===== src/rtl/lif_neuron.sv =====
// lif_neuron: leaky integrate-and-fire neuron with a saturating synaptic-current accumulator.
// Optional adaptive threshold via `define LIF_ADAPT_THRESH_EN. Rev 1.0
`default_nettype none

module lif_neuron #(
  parameter int DW         = 16,
  parameter int ACC_W      = 20,
  parameter int V_TH       = 1000,
  parameter int V_RESET    = 0,
  parameter int V_MIN      = -2048,
  parameter int LEAK_SHIFT = 4,
  parameter int T_REF      = 2,
  parameter int TH_INC     = 200,
  parameter int ADAPT_MAX  = 4000
) (
  input  logic                 clk,
  input  logic                 rst,
  input  logic                 en,
  input  logic                 syn_valid,
  input  logic signed [DW-1:0] syn_current,
  input  logic                 step,
  output logic                 spike_out,
  output logic signed [DW-1:0] v_mem,
  output logic                 refractory
);

  localparam int VW = ACC_W + 2;
  localparam int RW = (T_REF > 0) ? $clog2(T_REF + 1) : 1;

  localparam logic signed [VW-1:0] VMIN_X   = VW'(V_MIN);
  localparam logic signed [VW-1:0] VMAX_X   = VW'((1 << (DW - 1)) - 1);
  localparam logic signed [DW-1:0] V_RST_C  = DW'(V_RESET);
  localparam logic signed [DW-1:0] V_MIN_C  = DW'(V_MIN);
  localparam logic signed [DW-1:0] V_MAX_C  = DW'((1 << (DW - 1)) - 1);
  localparam logic signed [DW:0]   V_TH_X   = (DW + 1)'(V_TH);
  localparam logic signed [ACC_W-1:0] ACC_MAX = {1'b0, {(ACC_W - 1){1'b1}}};
  localparam logic signed [ACC_W-1:0] ACC_MIN = {1'b1, {(ACC_W - 1){1'b0}}};

  typedef enum logic [1:0] {
    S_IDLE  = 2'd0,
    S_INTEG = 2'd1,
    S_REFR  = 2'd2
  } state_e;

  state_e                  state_q, state_d;
  logic signed [ACC_W-1:0] acc_q, acc_d;
  logic signed [DW-1:0]    v_q, v_d;
  logic                    spike_q, spike_d;
  logic [RW-1:0]           refr_q, refr_d;

  logic signed [ACC_W:0]   cur_ext;
  logic signed [ACC_W:0]   acc_sum;
  logic signed [ACC_W-1:0] acc_sat;
  logic signed [VW-1:0]    v_ext, leak_ext, accv_ext, v_raw;
  logic signed [DW-1:0]    v_new;
  logic signed [DW:0]      v_new_x;
  logic signed [DW:0]      th;
  logic                    fire_cond;

  // Saturating accumulate: overflow shows up as disagreement of the two top sum bits.
  assign cur_ext = {{(ACC_W + 1 - DW){syn_current[DW-1]}}, syn_current};
  assign acc_sum = {acc_q[ACC_W-1], acc_q} + cur_ext;

  always_comb begin
    acc_sat = acc_sum[ACC_W-1:0];
    if (acc_sum[ACC_W] != acc_sum[ACC_W-1]) begin
      acc_sat = acc_sum[ACC_W] ? ACC_MIN : ACC_MAX;
    end
  end

  assign v_ext    = {{(VW - DW){v_q[DW-1]}}, v_q};
  assign leak_ext = v_ext >>> LEAK_SHIFT;
  assign accv_ext = {{2{acc_q[ACC_W-1]}}, acc_q};
  assign v_raw    = v_ext - leak_ext + accv_ext;

  always_comb begin
    v_new = v_raw[DW-1:0];
    if (v_raw < VMIN_X) begin
      v_new = V_MIN_C;
    end else if (v_raw > VMAX_X) begin
      v_new = V_MAX_C;
    end
  end

  assign v_new_x   = {v_new[DW-1], v_new};
  assign fire_cond = (v_new_x >= th);

`ifdef LIF_ADAPT_THRESH_EN
  logic [DW-1:0] th_off_q, th_off_d;
  logic [DW:0]   th_sum;
  logic          fire_w, step_w;

  assign th     = $signed({1'b0, th_off_q}) + V_TH_X;
  assign th_sum = {1'b0, th_off_q} + (DW + 1)'(TH_INC);
  assign fire_w = en && (state_q == S_INTEG) && step && fire_cond;
  assign step_w = en && step && (state_q != S_IDLE);

  // A spike and a decay never coincide; the spike takes priority.
  always_comb begin
    th_off_d = th_off_q;
    if (fire_w) begin
      th_off_d = (th_sum > (DW + 1)'(ADAPT_MAX)) ? DW'(ADAPT_MAX) : th_sum[DW-1:0];
    end else if (step_w && (th_off_q != '0)) begin
      th_off_d = th_off_q - DW'(1);
    end
  end

  always_ff @(posedge clk or negedge rst) begin
    if (!rst) begin
      th_off_q <= '0;
    end else begin
      th_off_q <= th_off_d;
    end
  end
`else
  assign th = V_TH_X;
`endif

  always_comb begin
    state_d = state_q;
    acc_d   = acc_q;
    v_d     = v_q;
    spike_d = 1'b0;
    refr_d  = refr_q;
    if (!en) begin
      state_d = S_IDLE;
    end else begin
      case (state_q)
        S_IDLE: state_d = S_INTEG;
        S_INTEG: begin
          if (step) begin
            // A current arriving with the strobe seeds the next timestep.
            acc_d = syn_valid ? cur_ext[ACC_W-1:0] : '0;
            if (fire_cond) begin
              spike_d = 1'b1;
              v_d     = V_RST_C;
              if (T_REF > 0) begin
                state_d = S_REFR;
                refr_d  = RW'(T_REF);
              end
            end else begin
              v_d = v_new;
            end
          end else if (syn_valid) begin
            acc_d = acc_sat;
          end
        end
        S_REFR: begin
          acc_d = '0;
          v_d   = V_RST_C;
          if (step) begin
            refr_d = refr_q - RW'(1);
            if (refr_q == RW'(1)) begin
              state_d = S_INTEG;
            end
          end
        end
        default: state_d = S_IDLE;
      endcase
    end
  end

  always_ff @(posedge clk or negedge rst) begin
    if (!rst) begin
      state_q <= S_IDLE;
      acc_q   <= '0;
      v_q     <= V_RST_C;
      spike_q <= 1'b0;
      refr_q  <= '0;
    end else begin
      state_q <= state_d;
      acc_q   <= acc_d;
      v_q     <= v_d;
      spike_q <= spike_d;
      refr_q  <= refr_d;
    end
  end

  assign spike_out  = spike_q;
  assign v_mem      = v_q;
  assign refractory = (state_q == S_REFR);

endmodule

`default_nettype wire


===== config.mk =====
export PLATFORM = sky130hd
export DESIGN_NAME = lif_neuron
export DESIGN_NICKNAME = d
export VERILOG_FILES = /design/src/rtl/lif_neuron.sv
export SDC_FILE = /design/constraint.sdc
export NUM_CORES = 1
export LEC_CHECK = 0
export ABC_AREA = 0
export BUFFER_PORTS_ARGS = -buffer_cell sky130_fd_sc_hd__buf_4
export CAP_MARGIN = 20
export CORE_MARGIN = 2
export CORE_UTILIZATION = 30
export DETAILED_ROUTE_END_ITERATION = 6
export GPL_ROUTABILITY_DRIVEN = 0
export MAX_ROUTING_LAYER = met4
export PLACE_DENSITY = 0.44
export SLEW_MARGIN = 20
export SYNTH_ARGS = -nofsm -noshare
export SYNTH_HDL_FRONTEND = slang
export SYNTH_SLANG_ARGS = --single-unit

===== constraint.sdc =====
create_clock -name clk -period 5.5 [get_ports clk]
set_input_delay 0.275 -clock clk [delete_from_list [all_inputs] [get_ports clk]]
set_output_delay 0.275 -clock clk [all_outputs]
set_load 0.1 [all_outputs]

==> results of run 1 <==
==> worst paths after layout <==
path                              end     start  slack (ps)  cells past startpoint
setup / recovery             v_mem[0]  acc_q[1]        1180                     13
hold / removal             state_q[0]        en         270                      2
setup reg to reg             v_mem[0]  acc_q[1]        1180                     13
hold reg to reg              v_mem[0]  v_mem[0]         530                      2
max in group asynchronous   v_mem[13]       rst        4610                      2
min in group asynchronous    acc_q[0]       rst         520                      2
==> registers in the layout, indices dropped and copies added, names as in the netlist <==
register,flops
acc_q,20
v_mem,16
refr_q,2
spike_out,1
state_q,2
==> per-stage QoR <==
stage | instance area [um^2] | util | setup slack [ps] | std cells | hold slack, ps
after global routing | 5260 | 0.347 | 931 | 787 | 277
final | 5260 | 0.347 | 1180 | 787 | 271
after floorplan | 4650 | - | 1240 | 569 | -20.6
after global placement | 5090 | 0.336 | 1290 | 778 | 293
after detailed placement | 5090 | 0.336 | 1260 | 778 | 296
after CTS | 5260 | 0.347 | 1230 | 787 | 266
==> metal layers <==
metal / GRT usage / part of all wire / vias to the layer above
li1: - / - / 2095
met4: 0.0368 / 0.013 / 0
met1: 0.228 / 0.52 / 1911
met3: 0.0146 / 0.020 / 13
met2: 0.254 / 0.45 / 67
met5: - / 0 / -
==> repair_timing <==
action,4_1_cts,5_1_grt
hold endpoints to repair,29,0
hold buffers,1,0
setup endpoints to repair,0,0
==> cell usage in the layout, fill, tap and decap left out, drive strengths merged, types with 4 or more instances in the layout <==
cell type,instances
nand3,11
a211oi,12
inv,72
a31oi,5
nand4,4
nor3,6
o21a,7
and3,4
clkbuf,7
dfrtp,41
a21o,15
a22o,19
a31o,4
or3,4
o21bai,4
o21ai,46
xor2,16
nand2b,6
buf,41
a2111oi,4
a22oi,14
ha,42
nand2,62
nor2,30
fa,16
xnor2,15
a21oi,40
==> critical path: stages (launching register included) <==
cell,delay [ps]
dfrtp_1,450
inv_1,110
fa_1,480
inv_1,70
fa_1,500
a211oi_2,380
nor2_4,90
a31oi_2,340
o41ai_2,180
o221ai_1,480
nand4_1,140
or3_1,350
o32a_1,460
o21ai_0,210
==> cell families (layout without fill, tap and decap cells) <==
family	Yosys count	after routing	share of synthesized area
AO/OA/AOI/OAI	198	198	0.305
AND/OR/NAND/NOR	145	145	0.146
buffers and inverters	92	122	0.0789
adder cells (fa/ha/maj)	58	58	0.182
flip-flops	41	41	0.221
XOR/XNOR	31	31	0.0584
multiplexers	4	4	0.00888
==> final cells by class <==
type                    instances  area (um^2)
repair buffers                 42          318
clock inverters                 1         5.00
flip-flops and latches         41         1030
inverters                      72          270
multi-input cells             436         3260
clock buffers                   7          153
well taps                     188          235
fillers                      1574         9880
==> metrics.cfg, run 1 <==
[logic_synthesis]
yosysSeqAreaShare=0.221
ys_warn_count=0
synthArstFlopShare=1.00
synth_edf_count=0
synth_top_area_frac=0.221
ys_ff_latch=41
synth_common_cells=inv_1, nand2_1, ha_1
synth_area_um2=4650
synth_cells=569
yosys.area.top_type=dfrtp_1
ys_types=67
syn_area_per_cell_um2=8.17
yosysMostFrequentCell=inv_1
synth.net_count=648
synthFlopType=dfrtp_1
synth.area.top_cells=dfrtp_1, ha_1, fa_1

[sta]
finalClockSkew_ps=8.81
slew_headroom=0.329
rsz0062_at_grt=no
timing.final.crit_share=0.786
max_slew.worst_pin.slew_ps=1010
setup_tns_ps=0
setup_viol=0
finalHoldViolCount=0
finalMaxSlewViolations=0
period_minus_slack_ps=4320
fmax_ghz=0.231

[grt]
grt_overflow=0
grt_pass1_wl_mm=20.9
antenna_found_initial=0
grtUsageTotal=0.162
grt_max_degree=42
grt_pass1_vias=4059

[drt]
via_per_inst=5.19
drt_iter0_markers=215
drt-total-wl_mm=12.7
wl_per_cell_um=16.1
ant_nets=0
route.detailed.drc=0
first_pass_iters=4
vias=4086

[final_layout]
antennaDiodeCount=0
num-nets-final=677
syn_to_final_growth_pct=13.2
drive_above_1_share=0.120

[die]
coreArea_um2=15100
ios=39
row_count=45
die_w_um=128
dieArea_um2=16500
die_h_um=128
start_util=0.307

[clock_tree]
post-cts-setup-buffers=0
cts.clk_slew.worst_paths_ps=60
ctsResizeCount=0
htreeDepth=2
cts_tree=done
clkLatencyLatePin_ps=290
cts_buffer_depth=2
clkSinkCount=41
cts_buffers=5
cts_root_buffer=clkbuf_16

[worst_setup_path]
cp.arrival_ps=4530
start_kind=flop
critPathMaxFanout=11
path_class=reg -> reg
crit_path_end_kind=flop
required_ps=5710

[placement]
io_buffers=38
dp_hpwl_mm=10.2

[outcome]
status=completed

[flow_run]
drv_cap=0

[worst_hold_path]
min_path_type=in -> reg

Power of run 1 is left out: the tool's default activity adds up to more than one toggle a clock period on the data nets, which glitch-free logic cannot reach.
==> inputs of run 2 (changes only) <==
Clock period 5.5 ns to 4 ns, I/O delays scaled along.
==> run 2 against run 1 <==
- clock skew barely moved
- via count up 1.5%
- first-iteration DRC count is 0.47% higher
- sequential cell count stayed put
- critical path type unchanged
==> metrics.cfg, run 2 (same netlist as run 1, synthesis figures left out) <==
[final_layout]
utilization=0.363  ; was 0.347
drive_above_1_share=0.184  ; was 0.120
regMostFlops=acc_q  ; unchanged
final_cell_mix=inv_1, nand2_1, buf_4  ; was inv_1, nand2_1, ha_1
num-nets-final=693  ; was 677
antennaDiodeCount=0  ; unchanged
final_common_cell=inv_1  ; unchanged
largest_register_ffs=20  ; unchanged
syn_to_final_growth_pct=18.3  ; was 13.2%

[sta]
fmax_ghz=0.263  ; was 0.231 GHz
finalHoldViolCount=0  ; unchanged
period_minus_slack_ps=3800  ; was 4320 ps
slew_headroom=0.595  ; was 0.329
max_slew.worst_pin.slew_ps=607  ; was 1010 ps
finalMaxSlewViolations=0  ; unchanged
timing.final.crit_share=0.949  ; was 0.786
setup_viol=0  ; unchanged
finalClockSkew_ps=9.17  ; was 8.81 ps

[worst_setup_path]
cpMaxStageDelayCell=fa_1  ; unchanged
start_kind=flop  ; unchanged
critPathTopFamily=compound AO/OA/AOI/OAI gates  ; unchanged
critPathMaxFanout=11  ; unchanged
required_ps=4210  ; was 5710 ps
crit_top_cell=inv_1
path_cells=inv_1, fa_1, inv_1, ha_1, a21oi_2, o31ai_4, o2111a_1, or3_1, and3_1, nor4_2, nand3_1, o32a_4, o21ai_0  ; was inv_1, fa_1, inv_1, fa_1, a211oi_2, nor2_4, a31oi_2, o41ai_2, o221ai_1, nand4_1, or3_1, o32a_1, o21ai_0
slowest_delay_ps=580  ; was 500 ps
cp.arrival_ps=4010  ; was 4530 ps
path_class=reg -> reg  ; unchanged
crit_buf_inv=2  ; unchanged
crit_path_end_kind=flop  ; unchanged

[die]
die_w_um=128  ; unchanged
ios=39  ; unchanged
die_h_um=128  ; unchanged
coreArea_um2=15100  ; unchanged
start_util=0.307  ; unchanged
dieArea_um2=16500  ; unchanged
row_count=45  ; unchanged

[clock_tree]
cts_buffer_depth=2  ; unchanged
cts_root_buffer=clkbuf_16  ; unchanged
clkLatencyLatePin_ps=290  ; about the same
clkSinkCount=41  ; unchanged
cts_buffers=5  ; unchanged
cts_tree=done  ; unchanged
cts.clk_slew.worst_paths_ps=70  ; was 60 ps
htreeDepth=2  ; unchanged

[drt]
vias=4147  ; was 4086
wl_per_cell_um=16.0  ; was 16.1 um
met2WireLength_mm=5.93  ; was 5.64 mm
drt-total-wl_mm=12.8  ; was 12.7 mm
drt-met1-wl_mm=6.45  ; was 6.62 mm
via_per_inst=5.16  ; was 5.19
drt_iter0_markers=216  ; was 215
route.detailed.drc=0  ; unchanged
first_pass_iters=4  ; unchanged
routed.top_layer=met4  ; unchanged
wl_met3_um=315  ; was 249 um
ant_nets=0  ; unchanged

[grt]
grt_pass1_vias=4121  ; was 4059
antenna_found_initial=0  ; unchanged
grtUsageTotal=0.163  ; was 0.162
grt_overflow=0  ; unchanged
grt_pass1_wl_mm=21.0  ; was 20.9 mm
grt_max_degree=42  ; unchanged

[placement]
io_buffers=38  ; unchanged
dp_hpwl_mm=10.4  ; was 10.2 mm

[outcome]
status=completed  ; unchanged

[flow_run]
drv_cap=0  ; unchanged

[worst_hold_path]
min_path_type=in -> reg  ; unchanged

## run 2: final timing paths
kind	from	end	slack, ps	cells past startpoint
max	v_mem[4]	v_mem[0]	200	13
min	en	state_q[0]	180	2
max reg2reg	v_mem[4]	v_mem[0]	200	13
min reg2reg	v_mem[1]	v_mem[1]	510	2
max in group asynchronous	rst	v_mem[15]	3170	2
min in group asynchronous	rst	refr_q[0]	430	2
## run 2: metal layers
layer,GRT usage,vias to the layer above
li1,-,2123
met1,0.232,1952
met2,0.257,63
met3,0.0116,9
met4,0.0323,0
met5,-,-
## run 2: per-stage QoR
stage / instances / hold slack [ps] / TNS, ps / cell area [um^2] / setup slack (ps)
floorplan: 569 / -95.6 / 0 / 4660 / 36.4
global placement: 791 / 219 / 0 / 5210 / 99.1
detailed placement: 791 / 224 / -15.0 / 5210 / -15.0
CTS: 800 / 180 / 0 / 5380 / 22.2
global route: 803 / 177 / -17.8 / 5500 / -17.8
finish: 803 / 182 / 0 / 5500 / 204
## run 2: area by class of cell
class                      instances  area (um^2)
sequential                        41         1040
timing repair buffer              58          438
clock inverter                     2         15.0
fill                            1591         9650
inverter                          72          270
tap                              188          235
multi-input combinational        436         3370
clock buffer                       6          129
## run 2: timing repair
| item | in CTS | in global routing |
|---|---|---|
| setup buffers | 0 | 3 |
| hold endpoints to repair | 41 | 0 |
| endpoints found under the setup margin | 1 | 15 |
| hold buffers | 1 | 0 |
| pin swaps | 1 | 4 |
| gates resized for setup | 2 | 16 |
Power of run 2 is left out for the same reason.
==> inputs of run 3 (changes only) <==
Settings changed: CELL_PAD_IN_SITES_DETAIL_PLACEMENT set to 2, CELL_PAD_IN_SITES_GLOBAL_PLACEMENT set to 2, PLACE_DENSITY 0.44 to 0.66.
==> run 3 against run 2 <==
- critical path depth unchanged
- via count up 5.3%
- non-clock buffer count up 2
- critical endpoint unchanged
- wire length up 19%
- clock skew down 4.8 ps
- clock-buffer cell count up 2
==> metrics.cfg, run 3 (same netlist as run 1, synthesis figures left out) <==
[drt]
drt-total-wl_mm=15.3  ; was 12.8 mm
first_pass_iters=4  ; unchanged
wl_per_cell_um=19.0  ; was 16.0 um
via_per_inst=5.42  ; was 5.16
route.detailed.drc=0  ; unchanged
ant_nets=0  ; unchanged
drt_iter0_markers=128  ; was 216
vias=4365  ; was 4147

[worst_hold_path]
min_path_type=in -> reg  ; unchanged
min_to=state_q[0]  ; unchanged
min_path_cells=2  ; unchanged
min-delay-start=en  ; unchanged

[grt]
antenna_found_initial=0  ; unchanged
grt_pass1_vias=4816  ; was 4121
grt_max_degree=42  ; unchanged
grt_pass1_wl_mm=25.2  ; was 21.0 mm
grtUsageTotal=0.197  ; was 0.163
grt_overflow=0  ; unchanged

[sta]
timing.final.crit_share=0.957  ; was 0.949
setup_viol=0  ; unchanged
max_slew.worst_pin.slew_ps=603  ; was 607 ps
finalClockSkew_ps=4.42  ; was 9.17 ps
finalMaxSlewViolations=0  ; unchanged
period_minus_slack_ps=3830  ; was 3800 ps
setup_tns_ps=0  ; unchanged
finalHoldViolCount=0  ; unchanged
slew_headroom=0.588  ; was 0.595
fmax_ghz=0.261  ; was 0.263 GHz

[die]
die_w_um=128  ; unchanged
coreArea_um2=15100  ; unchanged
start_util=0.307  ; unchanged
die_h_um=128  ; unchanged
row_count=45  ; unchanged
ios=39  ; unchanged
dieArea_um2=16500  ; unchanged

[worst_setup_path]
r2r-start=v_mem[8]  ; was v_mem[4]
crit_buf_inv=2  ; unchanged
r2r_cells=13  ; unchanged
crit_top_cell=inv_1  ; unchanged
crit_path_start=v_mem[8]  ; was v_mem[4]
reg2reg_slack_ps=170  ; was 200 ps
critPathTopFamily=compound AO/OA/AOI/OAI gates  ; unchanged
path_class=reg -> reg  ; unchanged
critPathMaxFanout=11  ; unchanged
path_cells=inv_1, fa_1, inv_1, ha_1, a211oi_1, nand3b_1, o21ai_4, o211ai_1, xnor2_2, nand4_1, or3_1, o32a_4, o21ai_1  ; was inv_1, fa_1, inv_1, ha_1, a21oi_2, o31ai_4, o2111a_1, or3_1, and3_1, nor4_2, nand3_1, o32a_4, o21ai_0
slowest_delay_ps=550  ; was 580 ps
start_kind=flop  ; unchanged
cp.arrival_ps=4040  ; was 4010 ps
r2r-end=v_mem[0]  ; unchanged
required_ps=4210  ; about the same
crit_path_end_kind=flop  ; unchanged
cpMaxStageDelayCell=fa_1  ; unchanged

[final_layout]
antennaDiodeCount=0  ; unchanged
fin_area_um2=5510  ; was 5500 um^2
num-nets-final=695  ; was 693
syn_to_final_growth_pct=18.6  ; was 18.3%
regMostFlops=acc_q  ; unchanged
final_common_cell=inv_1  ; unchanged
final_cell_mix=inv_1, nand2_1, buf_4  ; unchanged
drive_above_1_share=0.183  ; was 0.184
fillCellCount=1738  ; was 1591
largest_register_ffs=20  ; unchanged

[placement]
io_buffers=38  ; unchanged
dpl-instance-area_um2=5240  ; was 5210 um^2
dp_hpwl_mm=12.5  ; was 10.4 mm

[outcome]
status=completed  ; unchanged

[clock_tree]
cts_root_buffer=clkbuf_16  ; unchanged
clkSinkCount=41  ; unchanged
clkLatencyLatePin_ps=280  ; was 290 ps
htreeDepth=2  ; unchanged
cts.clk_slew.worst_paths_ps=60  ; was 70 ps
cts_buffers=5  ; unchanged
cts_tree=done  ; unchanged
cts_buffer_depth=2  ; unchanged

[flow_run]
drv_cap=0  ; unchanged

-- run 3: cell count changes in the layout (fill, tap and decap cells not counted), sizes merged --
cell,before,now
clkbuf,6,8
buf,57,59
clkinvlp,2,0
-- run 3: per-layer routing --
| metal | vias up | part of all wire | global-route usage |
|---|---|---|---|
| met4 | 0 | 0.0072 | 0.0394 |
| met3 | 6 | 0.015 | 0.0104 |
| met1 | 2202 | 0.49 | 0.263 |
| li1 | 2119 | - | - |
| met2 | 38 | 0.49 | 0.334 |
| met5 | - | 0 | - |
-- run 3: worst max-delay path by stage --
stage | end | cells past startpoint
detailed placement | v_mem[0] | 13
global placement | v_mem[0] | 13
global route | v_mem[7] | 13
floorplan | v_mem[2] | 14
finish | v_mem[0] | 13
CTS | v_mem[0] | 13
-- run 3: what timing repair did --
item | in CTS | in global routing
setup buffers | 0 | 1
cloned | 0 | 0
pin swaps | 0 | 5
endpoints found under the hold margin | 41 | 0
setup endpoints to repair | 13 | 16
hold buffers | 1 | 0
resized for setup | 5 | 17
-- run 3: area by class of cell --
class	count	area (um^2)	area share
clock buffer	8	136	0.0247
inverter	72	270	0.0490
multi-input combinational	436	3380	0.612
sequential	41	1040	0.189
tap	188	235	0.0427
timing repair buffer	60	453	0.0822
-- run 3: metrics by stage --
stage	util	hold WS (ps)	std cells	worst slack [ps]
global placement	0.346	225	795	-35.1
finish	0.364	192	805	171
global route	0.364	190	805	-71.4
detailed placement	0.346	227	795	-104
floorplan	-	-95.6	569	36.4
CTS	0.357	188	804	5.16
Power of run 3 is left out for the same reason.
